$ cat src/rtl/fp_pkg.sv
// Shared half-precision helpers for ip_fp_addsub, its result buffer and benches.
// Word layout {sign, exponent, fraction}; status bit indices for the 8-bit status.
package fp_pkg;

  localparam int unsigned P_EXP_D  = 5;
  localparam int unsigned P_FRAC_D = 10;
  localparam int unsigned P_BIAS_D = 15;

  localparam int unsigned ST_ZERO    = 0;
  localparam int unsigned ST_INF     = 1;
  localparam int unsigned ST_INVALID = 2;
  localparam int unsigned ST_TINY    = 3;
  localparam int unsigned ST_HUGE    = 4;
  localparam int unsigned ST_INEXACT = 5;
  localparam int unsigned ST_HUGEINT = 6;
  localparam int unsigned ST_COMP    = 7;

  function automatic int unsigned word_w(input int unsigned exp_w, input int unsigned frac_w);
    return 1 + exp_w + frac_w;
  endfunction

  // Words are passed zero-extended to 64 bits so one function serves any format.
  function automatic logic is_nan(input logic [63:0] word, input int unsigned exp_w,
                                  input int unsigned frac_w);
    logic [63:0] frac_mask;
    logic [63:0] exp_mask;
    frac_mask = (64'd1 << frac_w) - 64'd1;
    exp_mask  = ((64'd1 << exp_w) - 64'd1) << frac_w;
    return ((word & exp_mask) == exp_mask) && ((word & frac_mask) != 64'd0);
  endfunction

  function automatic logic [63:0] canon_nan(input int unsigned exp_w, input int unsigned frac_w);
    logic [63:0] exp_mask;
    exp_mask = ((64'd1 << exp_w) - 64'd1) << frac_w;
    return exp_mask | (64'd1 << (frac_w - 1));
  endfunction

endpackage

$ cat src/rtl/fp_sync_fifo.sv
// Synchronous FIFO with registered head data, empty and full flags.
// Pointers carry one extra wrap bit; push is ignored when full, pop when empty.
module fp_sync_fifo #(
  parameter int unsigned W     = 24,
  parameter int unsigned DEPTH = 4
) (
  input  logic         clk,
  input  logic         rst_n,
  input  logic         push,
  input  logic         pop,
  input  logic [W-1:0] din,
  output logic [W-1:0] dout,
  output logic         empty,
  output logic         full
);

  localparam int unsigned AW = $clog2(DEPTH);
  localparam int unsigned PW = AW + 1;

  logic [W-1:0]  mem [DEPTH];
  logic [PW-1:0] rd_ptr, wr_ptr, rd_nxt, wr_nxt;
  logic          do_push, do_pop;

  always_comb begin
    do_push = push && !full;
    do_pop  = pop && !empty;
    rd_nxt  = rd_ptr + PW'(do_pop);
    wr_nxt  = wr_ptr + PW'(do_push);
  end

  always_ff @(posedge clk) begin
    if (do_push) mem[wr_ptr[AW-1:0]] <= din;
  end

  // Head register tracks the next head; a slot written this cycle forwards din.
  always_ff @(posedge clk) begin
    if (!rst_n) begin
      rd_ptr <= '0;
      wr_ptr <= '0;
      dout   <= '0;
      empty  <= 1'b1;
      full   <= 1'b0;
    end else begin
      rd_ptr <= rd_nxt;
      wr_ptr <= wr_nxt;
      if (do_push && (rd_nxt == wr_ptr)) dout <= din;
      else                               dout <= mem[rd_nxt[AW-1:0]];
      empty <= (rd_nxt == wr_nxt);
      full  <= (rd_nxt[AW] != wr_nxt[AW]) && (rd_nxt[AW-1:0] == wr_nxt[AW-1:0]);
    end
  end

endmodule

$ cat src/rtl/fp_addsub_result_buf.sv
// Result buffer behind ip_fp_addsub: FIFO with valid/ready output, sticky flags, counters.
// Optional macro FP_NAN_CANON_EN stores every NaN result as the canonical quiet NaN.
module fp_addsub_result_buf
  import fp_pkg::*;
#(
  parameter int unsigned P_EXP   = P_EXP_D,
  parameter int unsigned P_FRAC  = P_FRAC_D,
  parameter int unsigned P_BIAS  = P_BIAS_D,
  parameter int unsigned P_WORD  = word_w(P_EXP, P_FRAC),
  parameter int unsigned P_DEPTH = 4,
  parameter int unsigned P_CNT_W = 16
) (
  input  logic               clk,
  input  logic               rst_n,
  input  logic               in_vld,
  input  logic [P_WORD-1:0]  in_z,
  input  logic [7:0]         in_status,
  output logic               in_rdy,
  output logic               out_vld,
  input  logic               out_rdy,
  output logic [P_WORD-1:0]  out_z,
  output logic [7:0]         out_status,
  output logic [7:0]         flags,
  input  logic               flags_clr,
  output logic [P_CNT_W-1:0] res_cnt,
  output logic [P_CNT_W-1:0] drop_cnt
);

  localparam int unsigned EW = P_WORD + 8;

  // Elaboration-time guard on the parameter set.
  if ((P_BIAS != (2 ** (P_EXP - 1)) - 1) || (P_DEPTH < 2) ||
      ((P_DEPTH & (P_DEPTH - 1)) != 0)) begin : g_param_chk
    $error("fp_addsub_result_buf: inconsistent P_BIAS or P_DEPTH");
  end

  logic              push, drop, pop;
  logic              fifo_full, fifo_empty;
  logic [P_WORD-1:0] z_store;
  logic [EW-1:0]     head;

  always_comb begin
    push = in_vld && !fifo_full;
    drop = in_vld && fifo_full;
    pop  = !fifo_empty && out_rdy;
  end

`ifdef FP_NAN_CANON_EN
  always_comb begin
    z_store = in_z;
    if (is_nan(64'(in_z), P_EXP, P_FRAC)) z_store = P_WORD'(canon_nan(P_EXP, P_FRAC));
  end
`else
  always_comb z_store = in_z;
`endif

  fp_sync_fifo #(
    .W     (EW),
    .DEPTH (P_DEPTH)
  ) u_fifo (
    .clk   (clk),
    .rst_n (rst_n),
    .push  (push),
    .pop   (pop),
    .din   ({z_store, in_status}),
    .dout  (head),
    .empty (fifo_empty),
    .full  (fifo_full)
  );

  always_comb begin
    in_rdy     = !fifo_full;
    out_vld    = !fifo_empty;
    out_z      = head[EW-1:8];
    out_status = head[7:0];
  end

  // Clear takes effect before the OR so a simultaneous push survives.
  always_ff @(posedge clk) begin
    if (!rst_n) flags <= '0;
    else        flags <= (flags_clr ? 8'h00 : flags) | (push ? in_status : 8'h00);
  end

  always_ff @(posedge clk) begin
    if (!rst_n) begin
      res_cnt  <= '0;
      drop_cnt <= '0;
    end else begin
      if (push && (res_cnt != '1))  res_cnt  <= res_cnt + P_CNT_W'(1);
      if (drop && (drop_cnt != '1)) drop_cnt <= drop_cnt + P_CNT_W'(1);
    end
  end

endmodule
$ cat config.mk
export PLATFORM = sky130hd
export DESIGN_NAME = fp_addsub_result_buf
export DESIGN_NICKNAME = d
export VERILOG_FILES = /design/src/rtl/fp_pkg.sv /design/src/rtl/fp_sync_fifo.sv /design/src/rtl/fp_addsub_result_buf.sv
export SDC_FILE = /design/constraint.sdc
export NUM_CORES = 1
export LEC_CHECK = 0
export CORE_MARGIN = 5
export CORE_UTILIZATION = 41
export DETAILED_ROUTE_END_ITERATION = 16
export HOLD_SLACK_MARGIN = 0.03
export PLACE_DENSITY_LB_ADDON = 0.08
export SYNTH_ARGS = -nofsm -noshare
export SYNTH_HDL_FRONTEND = slang
export SYNTH_SLANG_ARGS = --single-unit
$ cat constraint.sdc
create_clock -name clk -period 2.9 [get_ports clk]
set_input_delay 0.435 -clock clk [delete_from_list [all_inputs] [get_ports clk]]
set_output_delay 0.435 -clock clk [all_outputs]
set_load 0.01 [all_outputs]
* Yosys cells after proc, flatten, opt, wreduce, memory -nomap -nowiden *
Memory sizes are Yosys's and may differ from the RTL's.
Cells that the tools add are included.

cells by class
  eq/ne operators = 6
  bitwise operators = 1
  reductions and logical operators = 11
  multiplexer cells = 5
  add/sub/neg operators = 4

operators by type and width
  kind                   count
  $add 16x1->16 const B  2
  $ne 16x16->1 const B   2
  $mux 24                1
  $mux 8                 2
  $logic_and 1x1->1      9
  $or 8x8->8             1
  $add 3x1->3            2
  $eq 3x3->1             2
  $eq 2x2->1             1
  $logic_not 1->1        2
  $mux 1                 2
  $ne 1x1->1             1

storage, ports and cells
  logic and storage cells = 36
  memories kept = 1
  RAM bits = 96
  bits in registers = 72

memories
  memory      words  width  read ports  clocked after Yosys merged registers in  wr ports  RTL line            text
  u_fifo.mem  4      24     1           0                                        1         fp_sync_fifo.sv:20  logic [W-1:0] mem [DEPTH];

* Depth between registers and ports, before layout *
  depth after elaboration = 7
  mapped depth = 9

* Modules after synthesis *
A second synthesis with hierarchy kept.

second synthesis, totals
  cell total of the unflattened synthesis = 504
  area, all modules = 6822.8 um^2

by module, submodules not included
  module                area an instance (um^2)  instances  cells each  seq. area each (um^2)
  fp_sync_fifo          4829.6                   1          268         3523.4
  fp_addsub_result_buf  1993.2                   1          236         800.8

* Least setup slack after synthesis *
Ideal clock, no wire load.

  path kind = register to register
  from = register u_fifo.full
  to = memory u_fifo.mem[2][0] (enable)
  arrival = 2.382 ns
  stages on the path, launching flop included = 4
  buffers on the path = 0
  data required time = 2.460 ns
  path slack = 0.078 ns
  cells stage by stage = dfxtp_1 -> inv_1 -> nand2_1 -> nor3b_1

on the way
  word-level cells in the longest chain between the ends = 5

ends and longest elaborated chain
  element                         RTL line                    text
  start: declaration              fp_sync_fifo.sv:14          output logic full
  start signal: assignment        fp_sync_fifo.sv:49          full <= (rd_nxt[AW] != wr_nxt[AW]) && (rd_nxt[AW-1:0] == wr_nxt[AW-1:0]);
  $logic_not 1->1 *               --
  net in_rdy                      fp_addsub_result_buf.sv:18  output logic in_rdy,
  $logic_and 1x1->1               fp_addsub_result_buf.sv:43  push = in_vld && !fifo_full;
  $logic_and 1x1->1 *             fp_sync_fifo.sv:25          do_push = push && !full;
  $mux 1 *                        fp_sync_fifo.sv:32          if (do_push) mem[wr_ptr[AW-1:0]] <= din;
  $mux 1 (not written as such) *  fp_sync_fifo.sv:32
  end: declaration                fp_sync_fifo.sv:20

The timed path passes the listed nets; every way through them passes the cells marked *.

* Worst setup path in the final report *
  from = input out_rdy
  to = register u_fifo.dout[1]

on the way
  word-level cells in the longest chain between the ends = 6
  elaborated cells between the ends (all ways) = 7

ends and longest elaborated chain
  element                                               RTL line                    text
  start: declaration                                    fp_addsub_result_buf.sv:20  input logic out_rdy,
  $logic_and 1x1->1 *                                   fp_addsub_result_buf.sv:45  pop = !fifo_empty && out_rdy;
  $logic_and 1x1->1 *                                   fp_sync_fifo.sv:26          do_pop = pop && !empty;
  $add 3x1->3 *                                         fp_sync_fifo.sv:27          rd_nxt = rd_ptr + PW'(do_pop);
  branches (longest 2 deep; another with $mem_v2 4x24)  --
  $mux 24 *                                             fp_sync_fifo.sv:46          if (do_push && (rd_nxt == wr_ptr)) dout <= din;
  end signal: assignment                                fp_sync_fifo.sv:46
  end signal: assignment                                fp_sync_fifo.sv:47          else dout <= mem[rd_nxt[AW-1:0]];
  end: declaration                                      fp_sync_fifo.sv:12          output logic [W-1:0] dout,

Every way passes the cells marked *.
A chain may end at the register's enable or synchronous reset.

==> impl_results.md <==
- Status: finished clean
- Mapped Cells: between 400 and 500
- Final Skew: about 0.0083 ns
- Grt ovf: 0
- Die height: roughly 140 um
- Synth top area share: 0.430
- FFs w/ async S/R, synth: 0
- Setup TNS: 0 ns
- CTS root buf: clkbuf_16
- Post-DP HPWL: roughly 9.4 mm
- ANT nets after route: 0
- Synthesized Nets: between 500 and 600
- Initial DRT Pass Iterations: 4
- Syn Area/Cell: roughly 14 sq um
- Synth-to-Final Area Change: 28.0%
- Initial core utilization: 0.420
- Final layout net count: between 600 and 700
- Crit path DAT: ~2.4 ns
- Final hold vios: 0
- Die footprint: about 19000 sq um
- Largest family of logic cells by synthesized area: multiplexers
- Max IR drop VDD: slightly below 0.0006 V
- Global-route wire length before repair: between 20 and 25 mm
- Synthesized flop and latch total: 168
- Largest net degree at the start of global routing: 26
- Number of global-route vias before repair: 4286
- # IOs: 95
- Worst reg2reg setup slack: roughly 0.94 ns
- Gr usage total: 0.159
- Min Hold Slack: 0.503 ns
- Gpl congestion: 0.816
- Endpoints failing setup: 0
- XOR/XNOR share of the synthesized area: 0.0151
- Crit path capture: u_fifo.dout[1]
- Post-synth EDFFs: 96
- Crit path from: out_rdy
- Max Root-Sink Buffers: 2
- DRC viols: 0
- Total detailed-routing wirelength: ~14 mm
- Synth Area in Simple Gates: 0.124
- Startpoint Class: input port
- Largest area contributor in the netlist: edfxtp_1
- Synth Area in Compound Gates: 0.0536
- Clock Pin Slew Worst Setup and Hold Paths: 0.06 ns
- Routed len/inst: around 18 um
- Area contributors post-synth: edfxtp_1 43%, dfxtp_1 22%, mux4_2 8.1%, mux2i_1 4.6%, nor2_1 2.4%
- Antenna violations before repair: 0
- Fmax: roughly 480 MHz
- Max Cap Violations: 0
- Lkg Pwr: 3.01 nW
- Cell area after synthesis: around 6700 sq um
- Vias per cell: 5.25
- Number of port buffers: 94
- Layout cells sized above 1: 0.142
- Antenna cells: 0
- Mux cell area share after synthesis: 0.127
- Postcts setup bufs: 0
- Max Slew Vio Count: 0
- Synth warnings: 0
- RSZ-0062 raised after global routing: no
- Detailed Route Iter0 Violations: 279
- Most frequent cells in the layout: 96 x edfxtp_1, 94 x clkdlybuf4s50_1, 72 x dfxtp_1, 41 x nor2_1, 31 x mux2i_1
- Die W: roughly 140 um
- Element type at the critical path end: register
- Synth Area in Adders: 0.0112
- # resized after CTS: 0
- PwrDens: ~700 nW/um^2
- TritonCTS Sinks: about 170
- Clk_lat worst skew: between 0.4 and 0.5 ns
- Most common flop cell mapped by yosys: edfxtp_1
- Least-Margin Pin Slew: approximately 0.7 ns
- Hold_buf cts: 0
- Hold Path Class: register to register
- CTS tree: yes
- Critical path class: input port to register
- Via count: 4279
- CTS Buf Count: 17
- FP Rows: 46
- H-Tree Depth: 4
- FF-to-FF End: u_fifo.full
- Reg2reg start: u_fifo.full
- Crit path time final: a little over 2 ns
- CP Data Required Time: 3.20 ns
- Reg2reg path depth: 8
- Yosys cell types: 47
- Core Area: 15900 sq um
- Tcrit/Tclk final: 0.716
- Max transition margin: 0.516
- Crit Path Max Fanout: 24
- Commonest non-fill, non-tap cell in the layout: edfxtp_1
- Sequential area share after synthesis: 0.645
flip-flops by register name (all words and copies together) (netlist names):
register / count
u_fifo.empty: 1
u_fifo.full: 1
u_fifo.wr_ptr: 3
drop_cnt: 16
u_fifo.rd_ptr: 3
res_cnt: 16
u_fifo.mem: 96
u_fifo.dout: 24
flags: 8
synth_stat cells, types with 2 or more instances:
cell type	number
xor2_1	5
nand2b_1	5
buf_2	5
a31oi_1	5
o31ai_1	8
nor3_1	5
or3_1	5
edfxtp_1	96
xnor2_1	4
and3_1	4
nand2_1	30
clkbuf_1	10
nand4_1	10
nor3b_1	2
dfxtp_1	72
o311ai_0	2
mux2i_1	31
nor2_1	42
a211oi_1	2
or4_1	9
o41ai_1	2
nand3_1	9
ha_1	6
o21ai_0	10
and2_1	7
mux4_2	24
nor2b_1	10
buf_4	4
and4_1	5
a21oi_1	24
inv_1	9
area by class of cell:
cell class                 count  area, sq um
sequential                   168         4320
clock inverter                14          171
multi-input combinational    279         2240
tap                          216          270
clock buffer                  18          429
inverter                       9         33.8
timing repair buffer         111         1110
fill                        1353         7370
worst max-delay path, stage by stage:
cell and delay [ns]:
clkdlybuf4s50_1 0.47, nor2b_1 0.14, ha_2 0.17, ha_1 0.19, xnor3_1 0.33, nand4_2 0.12
buf_12 0.23, mux2i_1 0.22, nor2_1 0.06
how the worst min path moves through the flow:
stage,startpoint,to,depth (start not counted)
floorplan,drop_cnt[1],drop_cnt[1],2
global placement,drop_cnt[1],drop_cnt[1],2
detailed placement,res_cnt[15],res_cnt[15],2
CTS,res_cnt[15],res_cnt[15],2
global route,res_cnt[15],res_cnt[15],2
finish,drop_cnt[1],drop_cnt[1],2
layer usage:
layer | wire length (um) | GRT usage | vias to the layer above
li1 | - | - | 2029
met4 | 141 | 0.0439 | 0
met5 | 0 | 0 | -
met1 | 6450 | 0.200 | 2138
met2 | 7100 | 0.268 | 99
met3 | 714 | 0.0467 | 13
cell families after synthesis:
kind of cell | count (synthesis)
flops | 168
simple gates | 151
compound gates | 57
mux | 55
buf+inv | 31
xor+xnor | 10
fa+ha+maj | 6
metrics by stage:
step           power (mW)  utilization  std cells  setup slack [ns]  instance area, sq um
2_1_floorplan        3.33            -        478            0.0778                  6700
3_3_place_gp         3.74        0.500        783             0.385                  7970
3_5_place_dp         3.75        0.500        783             0.366                  7970
4_1_cts              6.06        0.538        815             0.813                  8570
5_1_grt              6.24        0.538        815             0.695                  8570
6_report             5.97        0.538        815             0.824                  8570
where the power goes:
group | internal (mW) | switching [mW]
clock | 1.36 | 0.937
combinational | 0.516 | 0.423
sequential | 2.68 | 0.0572
No activity file was read; power rests on OpenSTA's default activity.
